### src/rtl/xmit_frame_gen.sv
// Burst frame generator: HEAD/BODY/TAIL beats with a valid/ready handshake.
// Define XMIT_FRAME_GEN_SEQ_EN to fill BODY beats with a running sequence.
module xmit_frame_gen #(
    parameter int DATA_W   = 8,
    parameter int LEN_W    = 12,
    parameter int CNT_W    = 16,
    parameter int MARK_LEN = 4,
    parameter int GAP_W    = 8
) (
    input  logic              clk_sys,
    input  logic              reset,
    input  logic              start,
    input  logic              abort,
    input  logic [LEN_W-1:0]  cfg_len,
    input  logic [CNT_W-1:0]  cfg_num,
    input  logic [GAP_W-1:0]  cfg_gap,
    input  logic [1:0]        cfg_pri_mode,
    input  logic              f_ready,
    output logic [DATA_W-1:0] f_data_in,
    output logic              f_rec_data_valid,
    output logic [23:0]       f_ctrl_in,
    output logic              f_rec_frame_valid,
    output logic              f_hi_priority,
    output logic              busy,
    output logic              done,
    output logic [CNT_W-1:0]  frame_cnt
);

    typedef enum logic [2:0] {IDLE, HEAD, BODY, TAIL, GAP, DONE} state_t;

    localparam logic [LEN_W-1:0]  MARK_L = LEN_W'(MARK_LEN);
    localparam logic [LEN_W-1:0]  MIN_L  = LEN_W'(2 * MARK_LEN);
    localparam logic [DATA_W-1:0] MARKER = '1;

    state_t             state;
    logic [LEN_W-1:0]   len_q;
    logic [CNT_W-1:0]   num_q;
    logic [GAP_W-1:0]   gap_q;
    logic [1:0]         mode_q;
    logic [LEN_W-1:0]   bcnt;
    logic [GAP_W-1:0]   gcnt;

    logic [LEN_W-1:0]   cfg_eff;
    logic [LEN_W-1:0]   nxt;
    logic [CNT_W-1:0]   frame_nxt;
    logic               last;
    state_t             nst;
    logic [DATA_W-1:0]  body_val;
    logic [DATA_W-1:0]  nxt_data;
    logic               xfer;

    function automatic logic pri_of(input logic [1:0] m, input logic k0);
        unique case (m)
            2'd0:    pri_of = 1'b0;
            2'd1:    pri_of = 1'b1;
            2'd2:    pri_of = ~k0;
            default: pri_of = k0;
        endcase
    endfunction

    assign cfg_eff   = (cfg_len < MIN_L) ? MIN_L : cfg_len;
    assign nxt       = bcnt + LEN_W'(1);
    assign frame_nxt = frame_cnt + CNT_W'(1);
    assign last      = (bcnt == len_q - LEN_W'(1));
    assign xfer      = f_rec_data_valid && f_ready;

`ifdef XMIT_FRAME_GEN_SEQ_EN
    assign body_val = DATA_W'(frame_cnt) + DATA_W'(nxt - MARK_L);
`else
    assign body_val = '0;
`endif

    always_comb begin
        nst = TAIL;
        if (nxt < MARK_L)
            nst = HEAD;
        else if (nxt < len_q - MARK_L)
            nst = BODY;
        nxt_data = (nst == BODY) ? body_val : MARKER;
    end

    always_ff @(posedge clk_sys) begin
        if (reset) begin
            state             <= IDLE;
            len_q             <= '0;
            num_q             <= '0;
            gap_q             <= '0;
            mode_q            <= '0;
            bcnt              <= '0;
            gcnt              <= '0;
            f_data_in         <= '0;
            f_rec_data_valid  <= 1'b0;
            f_ctrl_in         <= '0;
            f_rec_frame_valid <= 1'b0;
            f_hi_priority     <= 1'b0;
            busy              <= 1'b0;
            done              <= 1'b0;
            frame_cnt         <= '0;
        end else if (abort && state != IDLE) begin
            // frame_cnt keeps the count of completed frames
            state             <= IDLE;
            f_data_in         <= '0;
            f_rec_data_valid  <= 1'b0;
            f_ctrl_in         <= '0;
            f_rec_frame_valid <= 1'b0;
            f_hi_priority     <= 1'b0;
            busy              <= 1'b0;
            done              <= 1'b0;
        end else begin
            unique case (state)
                IDLE: begin
                    done <= 1'b0;
                    if (start && !abort) begin
                        len_q     <= cfg_eff;
                        num_q     <= cfg_num;
                        gap_q     <= cfg_gap;
                        mode_q    <= cfg_pri_mode;
                        frame_cnt <= '0;
                        bcnt      <= '0;
                        busy      <= 1'b1;
                        if (cfg_num == '0) begin
                            state <= DONE;
                            done  <= 1'b1;
                        end else begin
                            state             <= HEAD;
                            f_data_in         <= MARKER;
                            f_rec_data_valid  <= 1'b1;
                            f_rec_frame_valid <= 1'b1;
                            f_ctrl_in         <= {cfg_eff, cfg_eff};
                            f_hi_priority     <= pri_of(cfg_pri_mode, 1'b0);
                        end
                    end
                end
                HEAD, BODY, TAIL: begin
                    if (xfer) begin
                        f_rec_frame_valid <= 1'b0;
                        f_ctrl_in         <= '0;
                        if (last) begin
                            frame_cnt <= frame_nxt;
                            bcnt      <= '0;
                            if (frame_nxt == num_q) begin
                                state            <= DONE;
                                done             <= 1'b1;
                                f_rec_data_valid <= 1'b0;
                                f_data_in        <= '0;
                                f_hi_priority    <= 1'b0;
                            end else if (gap_q != '0) begin
                                state            <= GAP;
                                gcnt             <= '0;
                                f_rec_data_valid <= 1'b0;
                                f_data_in        <= '0;
                                f_hi_priority    <= 1'b0;
                            end else begin
                                state             <= HEAD;
                                f_data_in         <= MARKER;
                                f_rec_frame_valid <= 1'b1;
                                f_ctrl_in         <= {len_q, len_q};
                                f_hi_priority     <= pri_of(mode_q, frame_nxt[0]);
                            end
                        end else begin
                            bcnt      <= nxt;
                            state     <= nst;
                            f_data_in <= nxt_data;
                        end
                    end
                end
                GAP: begin
                    if (gcnt == gap_q - GAP_W'(1)) begin
                        state             <= HEAD;
                        f_data_in         <= MARKER;
                        f_rec_data_valid  <= 1'b1;
                        f_rec_frame_valid <= 1'b1;
                        f_ctrl_in         <= {len_q, len_q};
                        f_hi_priority     <= pri_of(mode_q, frame_cnt[0]);
                    end else begin
                        gcnt <= gcnt + GAP_W'(1);
                    end
                end
                DONE: begin
                    state <= IDLE;
                    done  <= 1'b0;
                    busy  <= 1'b0;
                end
                default: state <= IDLE;
            endcase
        end
    end

endmodule
### config.mk
export PLATFORM = sky130hd
export DESIGN_NAME = xmit_frame_gen
export DESIGN_NICKNAME = d
export VERILOG_FILES = /design/src/rtl/xmit_frame_gen.sv
export SDC_FILE = /design/constraint.sdc
export NUM_CORES = 1
export LEC_CHECK = 0
export ABC_AREA = 0
export CAP_MARGIN = 20
export CORE_MARGIN = 2
export CORE_UTILIZATION = 60
export DETAILED_ROUTE_END_ITERATION = 7
export HOLD_SLACK_MARGIN = 0.12
export PLACE_DENSITY_LB_ADDON = 0.3
export SYNTH_ARGS = -nofsm -noshare
export SYNTH_HDL_FRONTEND = slang
export SYNTH_SLANG_ARGS = --single-unit
export TNS_END_PERCENT = 5
### constraint.sdc
create_clock -name clk_sys -period 9.19 [get_ports clk_sys]
set_input_delay 1.3785 -clock clk_sys [delete_from_list [all_inputs] [get_ports clk_sys]]
set_output_delay 1.3785 -clock clk_sys [all_outputs]
set_load 0.005 [all_outputs]
==> Yosys cells after proc, flatten, opt, wreduce, memory -nomap -nowiden <==
Cells that the tools add are included.
{ "word_totals": {"ff_bits": 114, "in_bits": 43, "output_inout_bits": 53, "wordCells": 151} }
{ "op_classes": {"n_addsub": 6, "magnitude_cmp": 3, "eq_ne": 23, "n_mux": 74, "n_bitwise": 3, "reduce_logical": 27} }
{ "op_table": {"columns": ["operator", "n"], "rows": [
  ["24-bit 2-to-1 mux", 7],
  ["8-bit 2-to-1 mux", 13],
  ["24-bit case mux with 3 select lines", 1],
  ["12-bit 2-to-1 mux", 4],
  ["16-bit 2-to-1 mux", 3],
  ["16-bit case mux with 2 select lines", 1],
  ["1-bit 2-to-1 mux", 26],
  ["12-bit case mux with 2 select lines", 1],
  ["8-bit case mux with 3 select lines", 1],
  ["3-bit 2-to-1 mux", 7],
  ["2-bit != test, second input constant", 9],
  ["1-bit case mux with 3 select lines", 6],
  ["16-bit by 1-bit adder with 16-bit output, second input constant", 1],
  ["16-bit == test", 1],
  ["16-bit zero test", 1],
  ["8-bit case mux with 2 select lines", 1],
  ["7-bit AND reduction", 2],
  ["12-bit by 1-bit adder with 12-bit output, second input constant", 1],
  ["12-bit == test", 1],
  ["12-bit < comparator", 1],
  ["12-bit by 3-bit < comparator with 1-bit output, second input constant", 1],
  ["12-bit by 4-bit < comparator with 1-bit output, second input constant", 1],
  ["12-bit by 1-bit subtractor with 12-bit output, second input constant", 1],
  ["12-bit by 3-bit subtractor with 12-bit output, second input constant", 1],
  ["27 further kinds", 44]
]} }

==> Logic depth before layout (Yosys ltp) <==
Gate-level depths: netlist (run 1).
{ "depth": {"word_depth": 9, "ltp_mapped": 14, "ltp_nobuf": 13} }

==> Worst setup path before layout (run 1) <==
No wires, ideal clock.
{ "synth_path": {"kind": "input to register", "from": "input port abort", "to": "register gcnt[4]", "setup_ns": 0.070, "t_arrival_ns": 3.117, "required_ns": 9.120, "setup_slack_ns": 6.004, "path_stages": 8, "n_path_buf": 2, "path_cell_list": "clkbuf_1 or3_1 nand4b_1 nor2_1 a31oi_1 buf_2 or3_1 a21oi_1"} }
{ "synth_between": {"elab_chain_cells": 3} }
{ "synth_rtl": {"columns": ["item", "line_no", "text"], "rows": [
  ["start, declared", "13", "input logic abort,"],
  ["1-bit logical AND", "99", "end else if (abort && state != IDLE) begin"],
  ["1-bit NOT (no line)", null, null],
  ["7-bit AND reduction (no line)", null, null],
  ["end signal, assigned", "176", "gcnt <= gcnt + GAP_W'(1);"],
  ["end, declared", "41", "logic [GAP_W-1:0] gcnt;"]
]} }
Every way passes these cells.
A chain may end at the register's enable or synchronous reset.

==> Worst setup path after layout (run 1) <==
{ "layout_path": {"from": "register bcnt[1]", "to": "register state[0]"} }
{ "layout_between": {"elab_chain_cells": 7, "elab_cells_between_ends": 9, "cone_classes": "add/sub (1); order compare (2); eq/ne (1); mux (5)"} }
{ "layout_rtl": {"columns": ["item", "line_no", "text"], "rows": [
  ["start, declared", "40", "logic [LEN_W-1:0] bcnt;"],
  ["start signal, assigned", "161", "bcnt <= nxt;"],
  ["12-bit by 1-bit adder with 12-bit output", "62", "assign nxt = bcnt + LEN_W'(1);"],
  ["12-bit < comparator", "77", "else if (nxt < len_q - MARK_L)"],
  ["1-bit 2-to-1 mux", "77", null],
  ["2-bit 2-to-1 mux", "75", "if (nxt < MARK_L)"],
  ["3-bit 2-to-1 mux (*)", "138", "if (last) begin"],
  ["3-bit 2-to-1 mux (*)", "135", "if (xfer) begin"],
  ["3-bit case mux with 3 select lines (*)", "110", "unique case (state)"],
  ["end signal, assigned", "162", "state <= nst;"],
  ["end, declared", "35", "state_t state;"]
]} }
Mark *: on every way between the ends. The rest lies on a longest branch, timed or not. The select of a mux whose other input is x is not followed.

==> impl.org, run 1 <==
** Clocking
- After clock tree synthesis, the repair step resized 0 gates.
- Clock slew seen by the registers of the worst setup and hold paths :: 0.09 ns
- Buffer count from post-CTS setup fixing :: 0
- Hold buffer count at cts :: 0
- CTS saw 95 sinks.
- The H-tree generated during clock tree synthesis spans 3 levels.
- Counting along the longest clock path gives a buffer depth of 2.
- Num CTS Buffers :: 9
- Clock root buffer master :: clkbuf_8
- Clock tree from TritonCTS :: built
- Clock latency on the worst-skew pair, taken at its later pin, is 0.39 ns.

** Layout
- The filler cells instantiated in the layout total 850.
- Once layout is done, the placed cells without fillers occupy 0.00738 sq mm.
- The net count of the finished layout is 952.
- Share of final-layout standard cells stronger than drive strength 1 :: 5.80%
- The repair_antennas step left the layout with diodes totalling 0.
- Filler-free cell count of the finished design :: 1032
- At the end of the flow the core is filled with cells to 71.5%.
- Signed area change from the synthesized netlist to the final layout :: 15.3%

** Floorplanning
- After floorplanning, the core was sized to cover 0.0103 sq mm.
- Number of cell rows :: 37
- Top Ports :: 96
- Effective utilization at floorplan :: 62.0%
- Measured along the y axis, the die boundary spans 107 um.
- Chip width :: 107 um
- The die covers 0.0115 sq mm.

** Hold path
- The min-delay analysis places its worst path in the category flop to flop.

** Placed design
- Count of buffers inserted at the top-level ports :: 95
- Summed over all nets, the half-perimeter wirelength after detailed placement is 13000 um.
- The number of placed instances, taps included, is 1013.
- Routability-driven placement finished with a final weighted congestion of 0.894.
- Instance area after placement :: 0.00714 sq mm
- Timing analysis after detailed placement gives a worst setup slack of 4.67 ns.

** Timing
- Fin Setup TNS :: 0 ns
- Unrepaired setup endpoints after global routing :: false
- Number of failing setup endpoints in the final timing report :: 0
- At the pin with the least slew margin, the transition time is 1.05 ns.
- Worst hold-check slack :: 0.472 ns
- Final Hold Violating Endpoints :: 0
- Period minus WS final :: 3.80 ns
- Achievable Freq :: 0.263 GHz
- Crit share post-route :: 41.3%
- Final setup skew :: 0.0140 ns
- Fin worst setup slack :: 5.39 ns
- Measured against its own limit, the worst slew margin works out to 29.7%.
- Slew Viols, Final :: 0

** Critical path
- At the worst endpoint, the arrival time is 4.11 ns.
- Required time worst endpoint :: 9.50 ns
- On the worst path, the slowest cell contributes a delay of 0.67 ns.
- Along the worst path, the maximum fanout reaches 8.
- Counting both buffers and inverters, the worst setup path holds a total of 0.
- Type of the worst setup path :: flop to flop
- Critical-path cell list :: ha_1, nand3_1, nor3_1, nand3_1, xnor2_1, ha_1, nand4_1, nor4_1, o41ai_1, o211ai_1, nor3b_1, a211o_1, a21oi_1
- The kind of cell with the highest combined delay along the critical path is simple AND/OR/NAND/NOR gates.
- The slowest stage of the critical path belongs to the cell nor3_1.
- Worst Setup Start Kind :: flop
- Category of the worst setup path capture point :: flop

** Logic synthesis
- During synthesis, Yosys emitted a total of 0 warnings.
- Share of the synthesized area in the top cell type :: 29.7%
- Instance count of the mapped netlist :: 857
- In this run the cell area of the synthesized design comes to 0.00640 sq mm.
- Post-Syn Nets :: 918
- Most common cell in the netlist :: nand2_1
- Flip-flop and latch count after synthesis :: 95
- Largest cells by area after synthesis :: dfxtp_1 30%, nand2_1 8.1%, a21oi_1 8.0%, xnor2_1 4.9%, xor2_1 4.9%
- The commonest cells after synthesis are 138 x nand2_1, 102 x a21oi_1, 95 x dfxtp_1.
- Primary FF master, synth :: dfxtp_1
- Post-synthesis cell type count :: 68
- A synthesized cell averages 7.47 sq um.
- Count of flip-flops with a built-in enable after synthesis :: 0
- Top cell type by total area after synthesis :: dfxtp_1
- After synthesis, the share of flip-flops with an asynchronous set or reset is 0%.
- Post-synthesis sequential area ratio :: 29.7%

** GRT
- For this run the aggregate overflow at the end of global routing stands at 0.
- Total global routing track utilization :: 31.0%
- Entering global routing, the biggest net connects 59 pins.
- Number of global-route vias before repair :: 6064
- Number of antenna violations at the first check in global routing :: 0
- Wire length of the first global-routing pass :: 28800 um

** Route
- The routed design has 17700 um of wire.
- Drt drc :: 0
- Routed len/inst :: 17.1 um
- The detailed router finished its first iteration with 631 violations.
- Number of vias per cell after detailed routing :: 6.32
- The first detailed-routing pass ran for 7 iterations.
- DRT antenna net count :: 0
- The final route contains 6526 vias.

** Power and ir drop
- IR analysis of the VDD net gives a maximum drop of 0.0967 mV.
- In this run the power density over the cells is 129 mW/mm^2.
- Overall power :: 951 uW
- The analysis attributes to cell leakage a power of 2.73 nW.

** Job
- Max Cap Violations :: 0

** Run status
- Outcome :: complete, no violations
==> state kept, by name (all words and copies together) (netlist names) <==
name and count:
bcnt 12, busy 1, done 1, f_ctrl_in 12
f_data_in 1, f_hi_priority 1, f_rec_data_valid 1, f_rec_frame_valid 1
frame_cnt 16, gap_q 8, gcnt 8, len_q 12
mode_q 2, num_q 16, state 3
==> placed cells by master (no fill, tap or decap), types with 5 or more instances in the layout <==
master,n
nand3_1,20
a211oi_1,8
clkdlybuf4s50_1,94
clkbuf_8,12
nor3_1,16
nor4_1,15
a21oi_1,102
a31oi_1,9
ha_1,18
dfxtp_1,95
nand4_1,13
nand3b_1,5
xor2_1,36
o21ai_0,56
and2_1,6
or4_1,6
mux2_2,8
nand2_1,138
xnor2_1,36
inv_1,9
nor2_1,62
or3_1,20
and4_1,9
and3_1,9
nand2b_1,6
buf_4,6
mux2i_1,5
or2_2,5
==> tightest hold or removal path, cell delays in order, from the launching register on <==
cell and delay [ns]:
dfxtp_1 0.33, nand2_1 0.05, a21oi_1 0.05
==> layout make-up <==
class / count / area, sq um / area share [%]
clock buffer: 12 / 165 / 2.24
sequential: 95 / 1900 / 25.8
tap: 136 / 170 / 2.31
clock inverter: 4 / 51.3 / 0.695
inverter: 9 / 33.8 / 0.458
multi-input combinational: 673 / 4060 / 54.9
timing repair buffer: 103 / 1000 / 13.6
==> layer usage <==
| layer | global-route usage [%] | part of all wire [%] | up-vias |
|---|---|---|---|
| met1 | 40.3 | 42 | 3043 |
| met3 | 5.33 | 8.1 | 50 |
| met4 | 14.9 | 3.2 | 0 |
| met5 | 0 | 0 | - |
| met2 | 49.9 | 47 | 347 |
| li1 | - | - | 3086 |
==> kinds of logic (layout without fill, tap and decap cells) <==
| kind of cell | after synthesis | count (layout) | synth area share, % |
|---|---|---|---|
| AO/OA/AOI/OAI | 214 | 214 | 19.3 |
| XOR/XNOR | 73 | 73 | 10.1 |
| adder cells (fa/ha/maj) | 18 | 18 | 3.52 |
| buffers and inverters | 89 | 128 | 6.96 |
| flip-flops | 95 | 95 | 29.7 |
| multiplexers | 13 | 13 | 2.19 |
| AND/OR/NAND/NOR | 355 | 355 | 28.2 |
==> report_power, final <==
part	internal, mW	total, mW	leakage (nW)	switching (mW)
combinational	0.0942	0.196	1.84	0.102
clock	0.149	0.306	0.109	0.158
sequential	0.427	0.449	0.773	0.0216
total	0.670	0.951	2.73	0.281
==> final timing paths <==
| kind | from | end | cells past startpoint | slack, ns |
|---|---|---|---|---|
| worst max-delay path | bcnt[1] | state[0] | 13 | 5.39 |
| worst min-delay path | num_q[4] | num_q[4] | 2 | 0.47 |
| worst max register to register | bcnt[1] | state[0] | 13 | 5.39 |
| worst min register to register | num_q[4] | num_q[4] | 2 | 0.47 |
Note: power is estimated with default switching activity, not from simulation.
==> run 2: changes to the inputs <==
- CORE_UTILIZATION: 60 -> 50
- clock period: 9.19 -> 3.1 ns (I/O delays scaled with it)
==> impl.org, run 2 (same netlist as run 1, synthesis figures left out) <==
** Layout
- Of the cells placed in the final design, the portion with a size suffix greater than 1 is 15.8%.
- Excluding fillers, the count of instances in the completed layout stands at 1124.
- Final-stage net count :: 1008
- Cells fill 64.8% of the core in the end.
- Count of filler cells inserted in the layout :: 1100
- Commonest non-fill, non-tap cells in the layout :: 138 x nand2_1, 99 x a21oi_1, 94 x clkdlybuf4s50_1, 82 x dfxtp_1, 62 x buf_4
- Summing all flip-flop and latch instances after layout gives 0.00193 sq mm.
- Area of the multi-input gates :: 0.00424 sq mm
- Largest registers :: frame_cnt x16, num_q x16
- Most frequent standard cell in the layout excluding fill and tap cells :: nand2_1
- Signed area change from the synthesized netlist to the final layout :: 27.3%
- 0 antenna diodes ended up in the layout.

** Critical path
- Cell repeated most along the worst path :: or4_4
- Critical path peak fanout :: 10
- The startpoint identified for the worst register-to-register timing path is len_q[5].
- Type of the worst setup path :: flop to flop
- The worst setup path is captured at a flop.
- Capturing point of the worst reg2reg path :: frame_cnt[12]
- Cell type of the slowest stage on the worst timing path :: or4_4
- Worst R2R Path Depth :: 9
- Data arrival time of the critical path :: 3.35 ns
- At the worst endpoint, the required time is 3.38 ns.
- On the worst path, the slowest cell contributes a delay of 0.56 ns.
- Walking the worst path, the cells encountered are nor4_4, buf_4, nand2_2, o311ai_4, nor2_1, or4b_4, or4_4, or4_4, a21oi_2.
- Across all register-to-register paths, the minimum setup slack is 0.03 ns.
- STA classifies the critical path startpoint as a flop.

** Floorplanning
- Effective utilization at floorplan :: 50.9%
- The region available for standard cell placement spans 0.0126 sq mm.
- Number of cell rows :: 41
- Die outline area :: 0.0137 sq mm
- From left edge to right edge, the die measures 117 um.
- During I/O placement, the number of pins put on the boundary was 96.
- Floorplan die height :: 117 um

** Job
- The tool flagged a number of max-cap violations equal to 0.

** Power and ir drop
- In this run, the clock network consumes 35.8% of the power.
- VDD IR max :: 0.257 mV
- Internal power comes to 2.20 mW.
- Switching portion of total power :: 28.4%
- Power spread over the standard cell area amounts to 377 mW/mm^2.
- Combinational cell fraction of total power :: 21.2%
- Of the total power, registers draw 42.9%.
- Static Leak :: 3.10 nW
- The analysis attributes to net switching a power of 872 uW.

** Route
- After the first detailed-routing iteration, the DRC count stood at 477.
- The count of nets left with antenna violations once routing finished came out at 0.
- Using the TritonRoute via totals, the vias-per-cell ratio works out to 5.75.
- After detailed routing, the total wire length is 17900 um.
- DRT Pass-1 Iters :: 5
- Vias after detailed routing :: 6467
- In the routed design, unresolved DRC markers number 0.
- Routed len/inst :: 15.9 um

** Clocking
- Hold buffer count at cts :: 0
- Buffers inserted during clock tree synthesis total 9.
- H-tree depth :: 3
- Clock slew seen by the registers of the worst setup and hold paths :: 0.07 ns
- For this design, the sink count on the clock tree is 95.
- The longest clock path from root to sink contains 2 buffers.
- Clock tree from TritonCTS :: built
- Clock root buffer master :: clkbuf_16
- Clock Latency Late Sink :: 0.35 ns

** Timing
- After layout, the minimum clock period comes to 3.07 ns.
- Final hold analysis gives a worst-case slack of 0.472 ns.
- The number of endpoints with negative hold slack in the final report came to 0.
- In this run the tightest slew margin relative to its limit is 53.2%.
- The final count of pins violating max slew is 0.
- Timing would allow up to 0.326 GHz.
- Slew at the pin closest to its max-slew limit :: 0.696 ns
- The clock arrives with 0.0107 ns of skew.
- Setup violations remaining at the end of the flow were counted as 0.
- Crit share post-route :: 99.0%
- Setup repair after global routing could not meet its margin everywhere.

** Hold path
- For hold timing, the worst endpoint is num_q[15].
- Along the worst hold path, the cell count comes to 2.
- HP Start :: num_q[15]
- In this run the worst hold path is classified as flop to flop.

** GRT
- Across every metal layer, demand over resource in global routing totals 25.5%.
- Maximum number of pins on one net before global-route repair :: 38
- The via count of the first global-routing pass came to 5826.
- Overflow after GRT :: 0
- Number of antenna violations at the first check in global routing :: 0
- Wire length of the first global-routing pass :: 27800 um

** Placed design
- Count of buffers inserted at the top-level ports :: 95
- Detailed placer's ending HPWL :: 12600 um
- After detailed placement, the design holds a cell count of 1104.
- Final RePlAce weighted congestion :: 0.932

** Run status
- Outcome :: complete, no violations
## run 2: metal layers
layer	vias up	track usage (%)	routed length, um
met4	0	10.4	451
met1	2994	34.4	8140
li1	3189	-	-
met3	38	4.17	1140
met5	-	0	0
met2	246	40.9	8180
## run 2: layout make-up
cell class / instances / share of cell area, %
clock buffer: 12 / 3.27
clock inverter: 4 / 0.338
inverter: 9 / 0.415
multi-input combinational: 673 / 52.0
sequential: 95 / 23.7
tap: 172 / 2.64
timing repair buffer: 159 / 17.6
## run 2: worst max-delay path: cells and delay by family (launching register included)
family                 cells  cell delay [ns]
AOI/OAI and AO/OA          2             0.45
and+or+nand+nor            6             1.96
DFF                        1             0.41
buffers and inverters      1             0.17
## run 2: how the worst max path moves through the flow
stage	from	cells after the start	slack (ns)	endpoint
after global routing	len_q[5]	9	-0.07	frame_cnt[12]
after detailed placement	bcnt[2]	13	-0.03	f_data_in[6]
after CTS	bcnt[5]	13	0.001	state[0]
after global placement	bcnt[2]	13	-0.008	f_data_in[6]
final	len_q[5]	9	0.03	frame_cnt[12]
after floorplan	len_q[2]	11	0.07	frame_cnt[12]
## run 2: what timing repair did
item,CTS,global route
setup endpoints to repair,2,35
gates cloned,0,1
pin swaps,1,12
resized for setup,6,46
endpoints found under the hold margin,0,0
buffers inserted,1,2
## run 2: power groups by stage
stage	clock network, mW	logic [mW]	registers, mW
after detailed placement	0	0.602	1.35
after global routing	1.16	0.713	1.33
after CTS	1.12	0.611	1.32
after floorplan	0	0.395	1.33
final	1.10	0.653	1.32
after global placement	0	0.593	1.35
## run 2: through the flow
stage | instance area (sq um) | total power [mW] | TNS [ns] | worst slack (ns)
after floorplan | 6400 | 1.72 | 0 | 0.0729
after global placement | 7620 | 1.94 | -0.00828 | -0.00828
after detailed placement | 7620 | 1.95 | -0.0444 | -0.0297
after CTS | 7930 | 3.05 | 0 | 0.00121
after global routing | 8150 | 3.20 | -0.223 | -0.0670
final | 8150 | 3.07 | 0 | 0.0304
